## config.mk

```make
export PLATFORM = sky130hd
export DESIGN_NAME = step_sequencer
export DESIGN_NICKNAME = d
export VERILOG_FILES = /design/src/rtl/seq_pkg.sv /design/src/rtl/start_sync.sv /design/src/rtl/step_sequencer.sv
export SDC_FILE = /design/constraint.sdc
export NUM_CORES = 1
export LEC_CHECK = 0
export ABC_AREA = 1
export ABC_CLOCK_PERIOD_IN_PS = 2600
export CELL_PAD_IN_SITES_DETAIL_PLACEMENT = 1
export CELL_PAD_IN_SITES_GLOBAL_PLACEMENT = 1
export CORE_ASPECT_RATIO = 0.7
export CORE_MARGIN = 3
export CORE_UTILIZATION = 25
export CTS_BUF_LIST = sky130_fd_sc_hd__clkbuf_16
export DETAILED_ROUTE_END_ITERATION = 8
export PLACE_DENSITY = 0.49
export SLEW_MARGIN = 40
export SYNTH_ARGS = -nofsm -noshare
export SYNTH_HDL_FRONTEND = slang
export SYNTH_HIERARCHICAL = 1
export SYNTH_SLANG_ARGS = --single-unit
export TNS_END_PERCENT = 30
```

## constraint.sdc

```tcl
create_clock -name Clock -period 2.6 [get_ports Clock]
set_input_delay 0.52 -clock Clock [delete_from_list [all_inputs] [get_ports Clock]]
set_output_delay 0.52 -clock Clock [all_outputs]
set_load 0.02 [all_outputs]
```

## src/rtl/seq_pkg.sv

```systemverilog
// -----------------------------------------------------------------------------
// seq_pkg
// Shared types and defaults for the piano step-sequencer pattern controller.
//   state_e      : controller FSM states
//   *_D          : default parameter values for step_sequencer
//   STEP_IDX_W() : width of a step index for a given pattern length
// -----------------------------------------------------------------------------
package seq_pkg;

  typedef enum logic [1:0] {
    IDLE = 2'd0,
    PLAY = 2'd1,
    DONE = 2'd2
  } state_e;

  localparam int NUM_STEPS_D = 16;
  localparam int NOTE_W_D    = 12;
  localparam int LOOP_W_D    = 8;

  // Index width for a pattern of n steps; never narrower than one bit.
  function automatic int STEP_IDX_W(input int n);
    return (n <= 2) ? 1 : $clog2(n);
  endfunction

endpackage

```

## src/rtl/start_sync.sv

```systemverilog
// -----------------------------------------------------------------------------
// start_sync
// Brings an active-low asynchronous push-button into the Clock domain and
// turns its falling edge into a single-cycle pulse.
//   Clock   in  : system clock
//   nReset  in  : asynchronous active-low reset
//   async_n in  : raw active-low button input, asynchronous to Clock
//   pulse   out : one-cycle high pulse per press (after two sync stages)
// The pulse is decoded combinationally from flops so a consumer that samples
// it sees the event on the third rising edge after async_n falls.
// -----------------------------------------------------------------------------
module start_sync (
  input  logic Clock,
  input  logic nReset,
  input  logic async_n,
  output logic pulse
);

  logic sync1_q, sync1_d;
  logic sync2_q, sync2_d;
  logic prev_q,  prev_d;

  always_comb begin
    sync1_d = async_n;
    sync2_d = sync1_q;
    prev_d  = sync2_q;
  end

  // Flops reset high so a released button does not look like a press.
  always_ff @(posedge Clock or negedge nReset) begin
    if (!nReset) begin
      sync1_q <= 1'b1;
      sync2_q <= 1'b1;
      prev_q  <= 1'b1;
    end else begin
      sync1_q <= sync1_d;
      sync2_q <= sync2_d;
      prev_q  <= prev_d;
    end
  end

  // High for exactly one cycle on the synchronized 1->0 transition; holding
  // the button down keeps sync2_q low and yields no further pulses.
  assign pulse = prev_q & ~sync2_q;

endmodule

```

## src/rtl/step_sequencer.sv

```systemverilog
// -----------------------------------------------------------------------------
// step_sequencer
// Pattern controller for the step-sequencer audio path. Stores NUM_STEPS note
// masks, walks through them on Step pulses and counts passes.
//   Clock, nReset : clock and asynchronous active-low reset
//   nStart        : raw active-low start button (synchronized internally)
//   Stop          : one-cycle stop pulse
//   Step          : one-cycle advance pulse from the BPM counter
//   Loops         : passes per run, 0 = forever (sampled at start only)
//   wr_en/wr_addr/wr_data : pattern write port, one entry per cycle
//   Select        : note mask of the current step (0 when not playing)
//   Play          : playback active
//   step_idx      : current step index
//   loop_idx      : completed passes in the current run
//   Done          : one-cycle pulse when a run ends
// All outputs come straight from flops.
// -----------------------------------------------------------------------------
module step_sequencer
  import seq_pkg::*;
#(
  parameter int NUM_STEPS = NUM_STEPS_D,
  parameter int NOTE_W    = NOTE_W_D,
  parameter int LOOP_W    = LOOP_W_D
) (
  input  logic                                 Clock,
  input  logic                                 nReset,
  input  logic                                 nStart,
  input  logic                                 Stop,
  input  logic                                 Step,
  input  logic [LOOP_W-1:0]                    Loops,
  input  logic                                 wr_en,
  input  logic [STEP_IDX_W(NUM_STEPS)-1:0]     wr_addr,
  input  logic [NOTE_W-1:0]                    wr_data,
  output logic [NOTE_W-1:0]                    Select,
  output logic                                 Play,
  output logic [STEP_IDX_W(NUM_STEPS)-1:0]     step_idx,
  output logic [LOOP_W-1:0]                    loop_idx,
  output logic                                 Done
);

  localparam int IDX_W = STEP_IDX_W(NUM_STEPS);

  logic start_evt;

  start_sync u_start_sync (
    .Clock   (Clock),
    .nReset  (nReset),
    .async_n (nStart),
    .pulse   (start_evt)
  );

  // ---------------------------------------------------------------------------
  // Pattern storage: plain register array so a same-cycle write can be
  // forwarded into the step being loaded.
  // ---------------------------------------------------------------------------
  logic [NOTE_W-1:0] pattern_q [NUM_STEPS];
  logic [NOTE_W-1:0] pattern_d [NUM_STEPS];

  always_comb begin
    pattern_d = pattern_q;
    if (wr_en) pattern_d[wr_addr] = wr_data;
  end

  always_ff @(posedge Clock or negedge nReset) begin
    if (!nReset) begin
      for (int i = 0; i < NUM_STEPS; i++) pattern_q[i] <= '0;
    end else begin
      pattern_q <= pattern_d;
    end
  end

  // ---------------------------------------------------------------------------
  // Controller state
  // ---------------------------------------------------------------------------
  state_e             state_q,    state_d;
  logic [NOTE_W-1:0]  select_q,   select_d;
  logic               play_q,     play_d;
  logic [IDX_W-1:0]   step_idx_q, step_idx_d;
  logic [LOOP_W-1:0]  loop_idx_q, loop_idx_d;
  logic               done_q,     done_d;
  logic [LOOP_W-1:0]  loops_q,    loops_d;

  logic [IDX_W-1:0]   step_inc;
  logic               step_last;
  logic [IDX_W-1:0]   load_idx;
  logic [NOTE_W-1:0]  load_note;
  logic [LOOP_W-1:0]  loop_sat;

  // NUM_STEPS is a power of two, so step_idx+1 wraps to 0 on the last step;
  // the only index ever loaded is therefore 0 (start/restart) or step_inc.
  assign step_inc  = step_idx_q + 1'b1;
  assign step_last = (step_idx_q == IDX_W'(NUM_STEPS - 1));
  assign load_idx  = (state_q == PLAY && !Stop && !start_evt) ? step_inc : '0;
  // Write-through: a write landing on the index being loaded wins.
  assign load_note = (wr_en && wr_addr == load_idx) ? wr_data : pattern_q[load_idx];
  assign loop_sat  = (loop_idx_q == {LOOP_W{1'b1}}) ? loop_idx_q : loop_idx_q + 1'b1;

  always_comb begin
    state_d    = state_q;
    select_d   = select_q;
    play_d     = play_q;
    step_idx_d = step_idx_q;
    loop_idx_d = loop_idx_q;
    done_d     = 1'b0;
    loops_d    = loops_q;

    unique case (state_q)
      IDLE: begin
        if (start_evt && !Stop) begin
          loops_d    = Loops;
          step_idx_d = '0;
          loop_idx_d = '0;
          select_d   = load_note;
          play_d     = 1'b1;
          state_d    = PLAY;
        end
      end

      PLAY: begin
        if (Stop) begin
          state_d    = DONE;
          done_d     = 1'b1;
          play_d     = 1'b0;
          select_d   = '0;
          step_idx_d = '0;
        end else if (start_evt) begin
          loops_d    = Loops;
          step_idx_d = '0;
          loop_idx_d = '0;
          select_d   = load_note;
        end else if (Step) begin
          if (!step_last) begin
            step_idx_d = step_inc;
            select_d   = load_note;
          end else begin
            loop_idx_d = loop_sat;
            if (loops_q != '0 && loop_sat == loops_q) begin
              state_d    = DONE;
              done_d     = 1'b1;
              play_d     = 1'b0;
              select_d   = '0;
              step_idx_d = '0;
            end else begin
              step_idx_d = '0;
              select_d   = load_note;
            end
          end
        end
      end

      DONE: begin
        // Done was raised on entry; it drops here and late starts are dropped.
        state_d = IDLE;
      end

      default: begin
        state_d    = IDLE;
        play_d     = 1'b0;
        select_d   = '0;
        step_idx_d = '0;
      end
    endcase
  end

  always_ff @(posedge Clock or negedge nReset) begin
    if (!nReset) begin
      state_q    <= IDLE;
      select_q   <= '0;
      play_q     <= 1'b0;
      step_idx_q <= '0;
      loop_idx_q <= '0;
      done_q     <= 1'b0;
      loops_q    <= '0;
    end else begin
      state_q    <= state_d;
      select_q   <= select_d;
      play_q     <= play_d;
      step_idx_q <= step_idx_d;
      loop_idx_q <= loop_idx_d;
      done_q     <= done_d;
      loops_q    <= loops_d;
    end
  end

  assign Select   = select_q;
  assign Play     = play_q;
  assign step_idx = step_idx_q;
  assign loop_idx = loop_idx_q;
  assign Done     = done_q;

endmodule

```

# ---- Word-level counts from Yosys, hierarchy flattened
# Cells that the tools add are included.
dict set report word_totals {
  register_bits 231
  latchBits 0
  mem_bits_rw 0
  rom_bits 0
  input_bits 30
  output_inout_bits 26
  mem_count 0
}
dict set report op_classes {
  addsub 2
  n_mul 0
  div_mod_pow 0
  n_lt_le_gt_ge 3
  eq_ne 16
  shift 0
  muxes 52
  bitwise_logic 5
  reduce_logical 16
}
# cell count
set op_table {}
lappend op_table {{bitwise mux 192 bit} 1}
lappend op_table {{2-to-1 mux 12 bit} 10}
lappend op_table {{2-to-1 mux 8 bit} 9}
lappend op_table {{binary-select mux 12 bit (select 4 bit)} 1}
lappend op_table {{demux 12 bit (select 4 bit)} 1}
lappend op_table {{one-hot mux 12 bit (3 select lines)} 1}
lappend op_table {{one-hot mux 8 bit (2 select lines)} 2}
lappend op_table {{2-to-1 mux 4 bit} 6}
lappend op_table {{!= test 3 bit (second input constant)} 5}
lappend op_table {{2-to-1 mux 1 bit} 12}
lappend op_table {{2-to-1 mux 2 bit} 6}
lappend op_table {{one-hot mux 4 bit (3 select lines)} 1}
lappend op_table {{>= comparator 5 bit (second input constant)} 2}
lappend op_table {{NOT 4 -> 5 bit} 2}
lappend op_table {{AND reduction 5 bit} 2}
lappend op_table {{adder 8 x 1 -> 8 bit (second input constant)} 1}
lappend op_table {{== test 8 bit} 1}
lappend op_table {{== test 8 bit (second input constant)} 1}
lappend op_table {{nonzero test 8 bit} 1}
lappend op_table {{logical AND 1 bit} 6}
lappend op_table {{!= test 2 bit (second input constant)} 3}
lappend op_table {{AND reduction 6 bit} 1}
lappend op_table {{less-than comparator 5 x 1 -> 1 bit (second input constant)} 1}
lappend op_table {{adder 4 x 1 -> 4 bit (second input constant)} 1}
lappend op_table {{15 further kinds} 17}

# ---- Logic depth before layout (Yosys ltp)
dict set report logic_depth {
  ltp_word 16
  ltp_mapped 16
}

# ---- By module
# The synthesis kept the hierarchy.
# mod instances cells_per_inst area_each_um2 seq_area_each_um2
set modules_own_cells {}
lappend modules_own_cells {step_sequencer 1 1417 11157.0 5705.5}
lappend modules_own_cells {start_sync 1 5 88.8 78.8}

# ---- Worst setup path after synthesis
# OpenSTA, ideal clock, no wires.
dict set report synth_path {
  path_kind {register to register}
  start {reg loop_idx_q[1], in the netlist loop_idx[1]}
  end {reg select_q[10], in the netlist Select[10]}
  setup_time_ps 116
  arrival_ps 1972
  required_time_ps 2484
  path_slack_ps 512
  path_stages_with_launch 16
  n_path_buf 1
  period_less_slack_ps 2088
  path_cell_list {dfrtp_1 ha_1 nand2_1 nor2_2 nand2_2 nand2_1 nand2_1 nand2_1 nand3_1 nor2_1 nand2_1 o21bai_2 nand2_1 buf_6 nand2_1 nand2_1}
}
dict set report synth_via {
  elab_chain_cells 10
  elab_cells_between_ends 11
}
# item line
set synth_rtl {}
lappend synth_rtl {{from (decl)} step_sequencer.sv:79} ;# logic [LOOP_W-1:0] loop_idx_q, loop_idx_d;
lappend synth_rtl {{from (signal assigned)} step_sequencer.sv:179} ;# loop_idx_q <= loop_idx_d;
lappend synth_rtl {{adder 8 x 1 -> 8 bit or == test 8 bit (tied branches)} step_sequencer.sv:96} ;# assign loop_sat = (loop_idx_q == {LOOP_W{1'b1}}) ? loop_idx_q : loop_idx_q + 1'b1;
lappend synth_rtl {{2-to-1 mux 8 bit (*)} step_sequencer.sv:96}
lappend synth_rtl {{== test 8 bit (*)} step_sequencer.sv:137} ;# if (loops_q != '0 && loop_sat == loops_q) begin
lappend synth_rtl {{logical AND 1 bit (*)} step_sequencer.sv:137}
lappend synth_rtl {{2-to-1 mux 12 bit (*)} step_sequencer.sv:137}
lappend synth_rtl {{2-to-1 mux 12 bit (*)} step_sequencer.sv:132} ;# if (!step_last) begin
lappend synth_rtl {{2-to-1 mux 12 bit (*)} step_sequencer.sv:131} ;# end else if (Step) begin
lappend synth_rtl {{2-to-1 mux 12 bit (*)} step_sequencer.sv:126} ;# end else if (start_evt) begin
lappend synth_rtl {{2-to-1 mux 12 bit (*)} step_sequencer.sv:120} ;# if (Stop) begin
lappend synth_rtl {{one-hot mux 12 bit (3 select lines) (*)} step_sequencer.sv:107} ;# unique case (state_q)
lappend synth_rtl {{to (signal assigned)} step_sequencer.sv:176} ;# select_q <= select_d;
lappend synth_rtl {{to (decl)} step_sequencer.sv:76} ;# logic [NOTE_W-1:0] select_q, select_d;
# Every way passes the cells marked *; elsewhere a longest branch is shown, timed or not. The select of a mux whose other input is x is not followed.
# A chain may end at the register's enable or synchronous reset.

# ---- Worst setup path in the final report
dict set report layout_path {
  start {reg u_start_sync.sync2_q, in the netlist u_start_sync/prev_d}
  end {reg select_q[9], in the netlist Select[9]}
}
dict set report layout_via {
  elab_chain_cells 16
  elab_cells_between_ends 23
}
# item line
set layout_rtl {}
lappend layout_rtl {{from (decl)} start_sync.sv:20} ;# logic sync2_q, sync2_d;
lappend layout_rtl {{from (signal assigned)} start_sync.sv:37} ;# sync2_q <= sync2_d;
lappend layout_rtl {{NOT 1 bit (*)} start_sync.sv:44} ;# assign pulse = prev_q & ~sync2_q;
lappend layout_rtl {{AND 1 bit (*)} start_sync.sv:44}
lappend layout_rtl {{via start_evt} step_sequencer.sv:43} ;# logic start_evt;
lappend layout_rtl {{logical NOT 1 bit} step_sequencer.sv:93} ;# assign load_idx = (state_q == PLAY && !Stop && !start_evt) ? step_inc : '0;
lappend layout_rtl {{logical AND 1 bit} step_sequencer.sv:93}
lappend layout_rtl {{2-to-1 mux 4 bit} step_sequencer.sv:93}
lappend layout_rtl {{NOT 4 -> 5 bit (implied by the code)} step_sequencer.sv:95} ;# assign load_note = (wr_en && wr_addr == load_idx) ? wr_data : pattern_q[load_idx];
lappend layout_rtl {{binary-select mux 12 bit (select 4 bit)} step_sequencer.sv:95}
lappend layout_rtl {{2-to-1 mux 12 bit (implied by the code) (2 in a row)} step_sequencer.sv:95}
lappend layout_rtl {{2-to-1 mux 12 bit} step_sequencer.sv:95}
lappend layout_rtl {{2-to-1 mux 12 bit} step_sequencer.sv:137}
lappend layout_rtl {{2-to-1 mux 12 bit} step_sequencer.sv:132}
lappend layout_rtl {{2-to-1 mux 12 bit} step_sequencer.sv:131}
lappend layout_rtl {{2-to-1 mux 12 bit} step_sequencer.sv:126}
lappend layout_rtl {{2-to-1 mux 12 bit} step_sequencer.sv:120}
lappend layout_rtl {{one-hot mux 12 bit (3 select lines)} step_sequencer.sv:107}
# Mark *: on every way through the listed nets, which the timed path passes. The rest lies on a longest branch. The select of a mux whose other input is x is not followed.

==> results.yml <==
sta:
  fmax_ghz: 0.418
  finalSetupViolations: 0
  finalCritPeriodShare_pct: 92.0
  rsz0062_at_grt: "no"
  period_needed_ps: 2390
  maxSlewHeadroom_pct: 68.8
  final_hold_viol_count: 0
  finalWorstSetupSlack_ps: 208
  drv_slew: 0
  clock_skew_ps: 33.3
  tightest_slew_ps: 468
  fin_setup_tns_ps: 0
grt:
  grt_usage_pct: 18.6
  grt_pass1_wl_um: 68800
  grt_antenna_before_repair: 0
  grt_pass1_vias: 11000
  grt.overflow.total: 0
  grt_max_degree: 58
floorplan:
  io_pins: 56
  std_cell_rows: 64
  die_area_um2: 47600
  die_x_um: 260
  core_area_um2: 44000
  start_util_pct: 25.5
  die_h_um: 183
clock_tree:
  cts.sinks: 231
  worstSkewPairLatency_ps: 560
  htreeDepth: 1
  clk_pin_slew_ps: 70
  cts.path.max_buffers: 3
  clock_tree.root_cell: "clkbuf_16"
  cts_buffers: 27
  cts_tree: "built"
min_path:
  hold_class: "flop to flop"
critical_path:
  critPathCaptureType: "flop"
  crit_chain: "nor2_4 -> inv_1 -> nand3_2 -> inv_2 -> nand2_2 -> o21ai_1 -> nor2_4 -> buf_4 -> buf_4 -> nand3_1 -> nand2_1 -> a21oi_1 -> nand2_1 -> nand2_1"
  worstPathRequired_ps: 3110
  crit_path_start_kind: "flop"
  cpMostUsedCell: "nand2_1"
  crit_path_max_incr_delay_ps: 560
  critPathArrivalTime_ps: 2900
  path_class: "flop to flop"
  ff2ff_setup_slack_ps: 210
  cpMaxStageDelayCell: "dfstp_2"
  cp_max_fo: 5
routing:
  wirelength_um: 43300
  post-route-drc-count: 0
  via_count: 10400
  wl_per_cell_um: 20.4
  drt_iter0_drc: 777
  dr.pass1.iters: 4
  detail-route-antenna-nets: 0
  avgViaCountPerCell: 4.89
synthesis:
  synth_edf_count: 0
  netlist_area_um2: 11200
  syn_area_per_cell_um2: 7.91
  syn-instance-count: 1422
  synth_fp_nets: 1454
  synth_top_area_share_pct: 50.7
  ys_ff_latch: 231
  yosysWarningCount: 6
  synth_common_cells: "425 x nand2_1, 228 x dfrtp_1, 202 x o21ai_0"
  yosysMostFrequentCell: "nand2_1"
  ys_seq_area_share_pct: 51.4
  synth_area_leaders: "dfrtp_1 51%, nand2_1 14%, o21ai_0 9.0%"
  yosys.area.top_type: "dfrtp_1"
  yosysUniqueCellTypes: 34
  async_flop_share_pct: 100
  ys.flop_type: "dfrtp_1"
layout:
  finalNonFillerCells: 2127
  area_growth_pct: 24.9
  drive_above_1_share_pct: 11.3
  antenna_cells: 0
  nNetsFinal: 1545
  fin_util_pct: 31.9
placement:
  dp_hpwl_um: 29700
  place_congestion: 0.797
  place_ws_ps: -346
  dp_cells: 2074
  port_buffers: 55
power:
  power.density_nw_per_um2: 834
  leakage_uw: 0.00640
  ir_worst_vdd_v: 0.000465
run:
  max_cap_violations: 0
status:
  status: "finished, final reports clean"
-- area by class of cell --
type	count	area (µm²)
repair buffers	167	1650
fillers	5242	30000
multi-input cells	1016	4810
clock inverters	22	120
clock buffers	27	676
flip-flops and latches	231	5780
well taps	594	743
inverters	70	263
-- metal layers --
layer / GRT usage (%) / vias to the layer above / part of all wire (%)
met5: 0 / - / 0
li1: - / 4973 / -
met1: 29.2 / 5244 / 54
met4: 2.71 / 0 / 1.3
met2: 27.6 / 142 / 42
met3: 2.44 / 41 / 3.4
-- power breakdown --
group / internal (µW) / switching [µW] / leakage [µW]
Sequential: 4380 / 524 / 0.00292
Clock: 1970 / 1590 / 0.000416
Combinational: 1230 / 2020 / 0.00306
-- final timing paths --
check / end / cells past startpoint / startpoint
worst max-delay path: Select[9] / 14 / u_start_sync/prev_d
worst min-delay path: u_start_sync/prev_d / 0 / u_start_sync/sync1_q
worst max register to register: Select[9] / 14 / u_start_sync/prev_d
worst min register to register: u_start_sync/prev_d / 0 / u_start_sync/sync1_q
max in group asynchronous: pattern_q[108] / 3 / nReset
min in group asynchronous: loops_q[7] / 2 / nReset
-- worst max-delay path, delay by kind of cell (launching register included) --
family	cells	cell delay, ps
AO/OA/AOI/OAI	2	510
AND/OR/NAND/NOR	8	720
flip-flops	1	560
buffers and inverters	4	550
-- flip-flops by register name, indices dropped and copies added (netlist names) --
register and cells:
pattern_q 192, Play 1, u_start_sync/prev_q 1, loop_idx 8, loops_q 8, state_q 2, u_start_sync/prev_d 1, u_start_sync/sync1_q 1
Done 1, Select 12, step_idx 4
-- kinds of logic (layout without fill, tap and decap cells) --
group	after synthesis	in the layout	share of synthesized area (%)
compound gates	242	242	11.2
simple gates	767	767	30.5
flops	231	231	51.4
buf+inv	175	286	6.26
fa+ha+maj	2	2	0.222
xor+xnor	5	5	0.389
-- timing repair --
item / in CTS / in global routing
setup endpoints to repair: 9 / 12
setup buffers: 2 / 1
hold buffers: 1 / 0
endpoints found under the hold margin: 42 / 0
gates resized for setup: 1 / 3
pin swaps: 1 / 0
-- cells in the final DEF, fill, tap and decap left out, types with 2 or more instances in the layout --
| master | count |
|---|---|
| nand3_2 | 2 |
| buf_12 | 20 |
| o21ai_0 | 202 |
| clkinv_2 | 2 |
| nor2_1 | 39 |
| clkbuf_16 | 27 |
| nand3_1 | 194 |
| o22ai_1 | 9 |
| dfstp_2 | 3 |
| nor2_4 | 6 |
| nand2_2 | 3 |
| xor2_1 | 4 |
| nand4_1 | 86 |
| a21oi_1 | 24 |
| inv_2 | 5 |
| buf_4 | 91 |
| o21ai_1 | 2 |
| dfrtp_1 | 228 |
| clkdlybuf4s50_1 | 54 |
| nor3_1 | 5 |
| nand2_1 | 425 |
| clkinv_1 | 9 |
| ha_1 | 2 |
| inv_1 | 73 |
-- metrics by stage --
step	cell area, µm²	hold slack, ps	power [µW]
after floorplan	11200	224	6730
final	14000	361	11700
after CTS	14000	368	11900
after detailed placement	13200	347	8220
after global placement	13200	349	8160
after global routing	14000	366	12500
No activity file was read; power rests on OpenSTA's default activity.
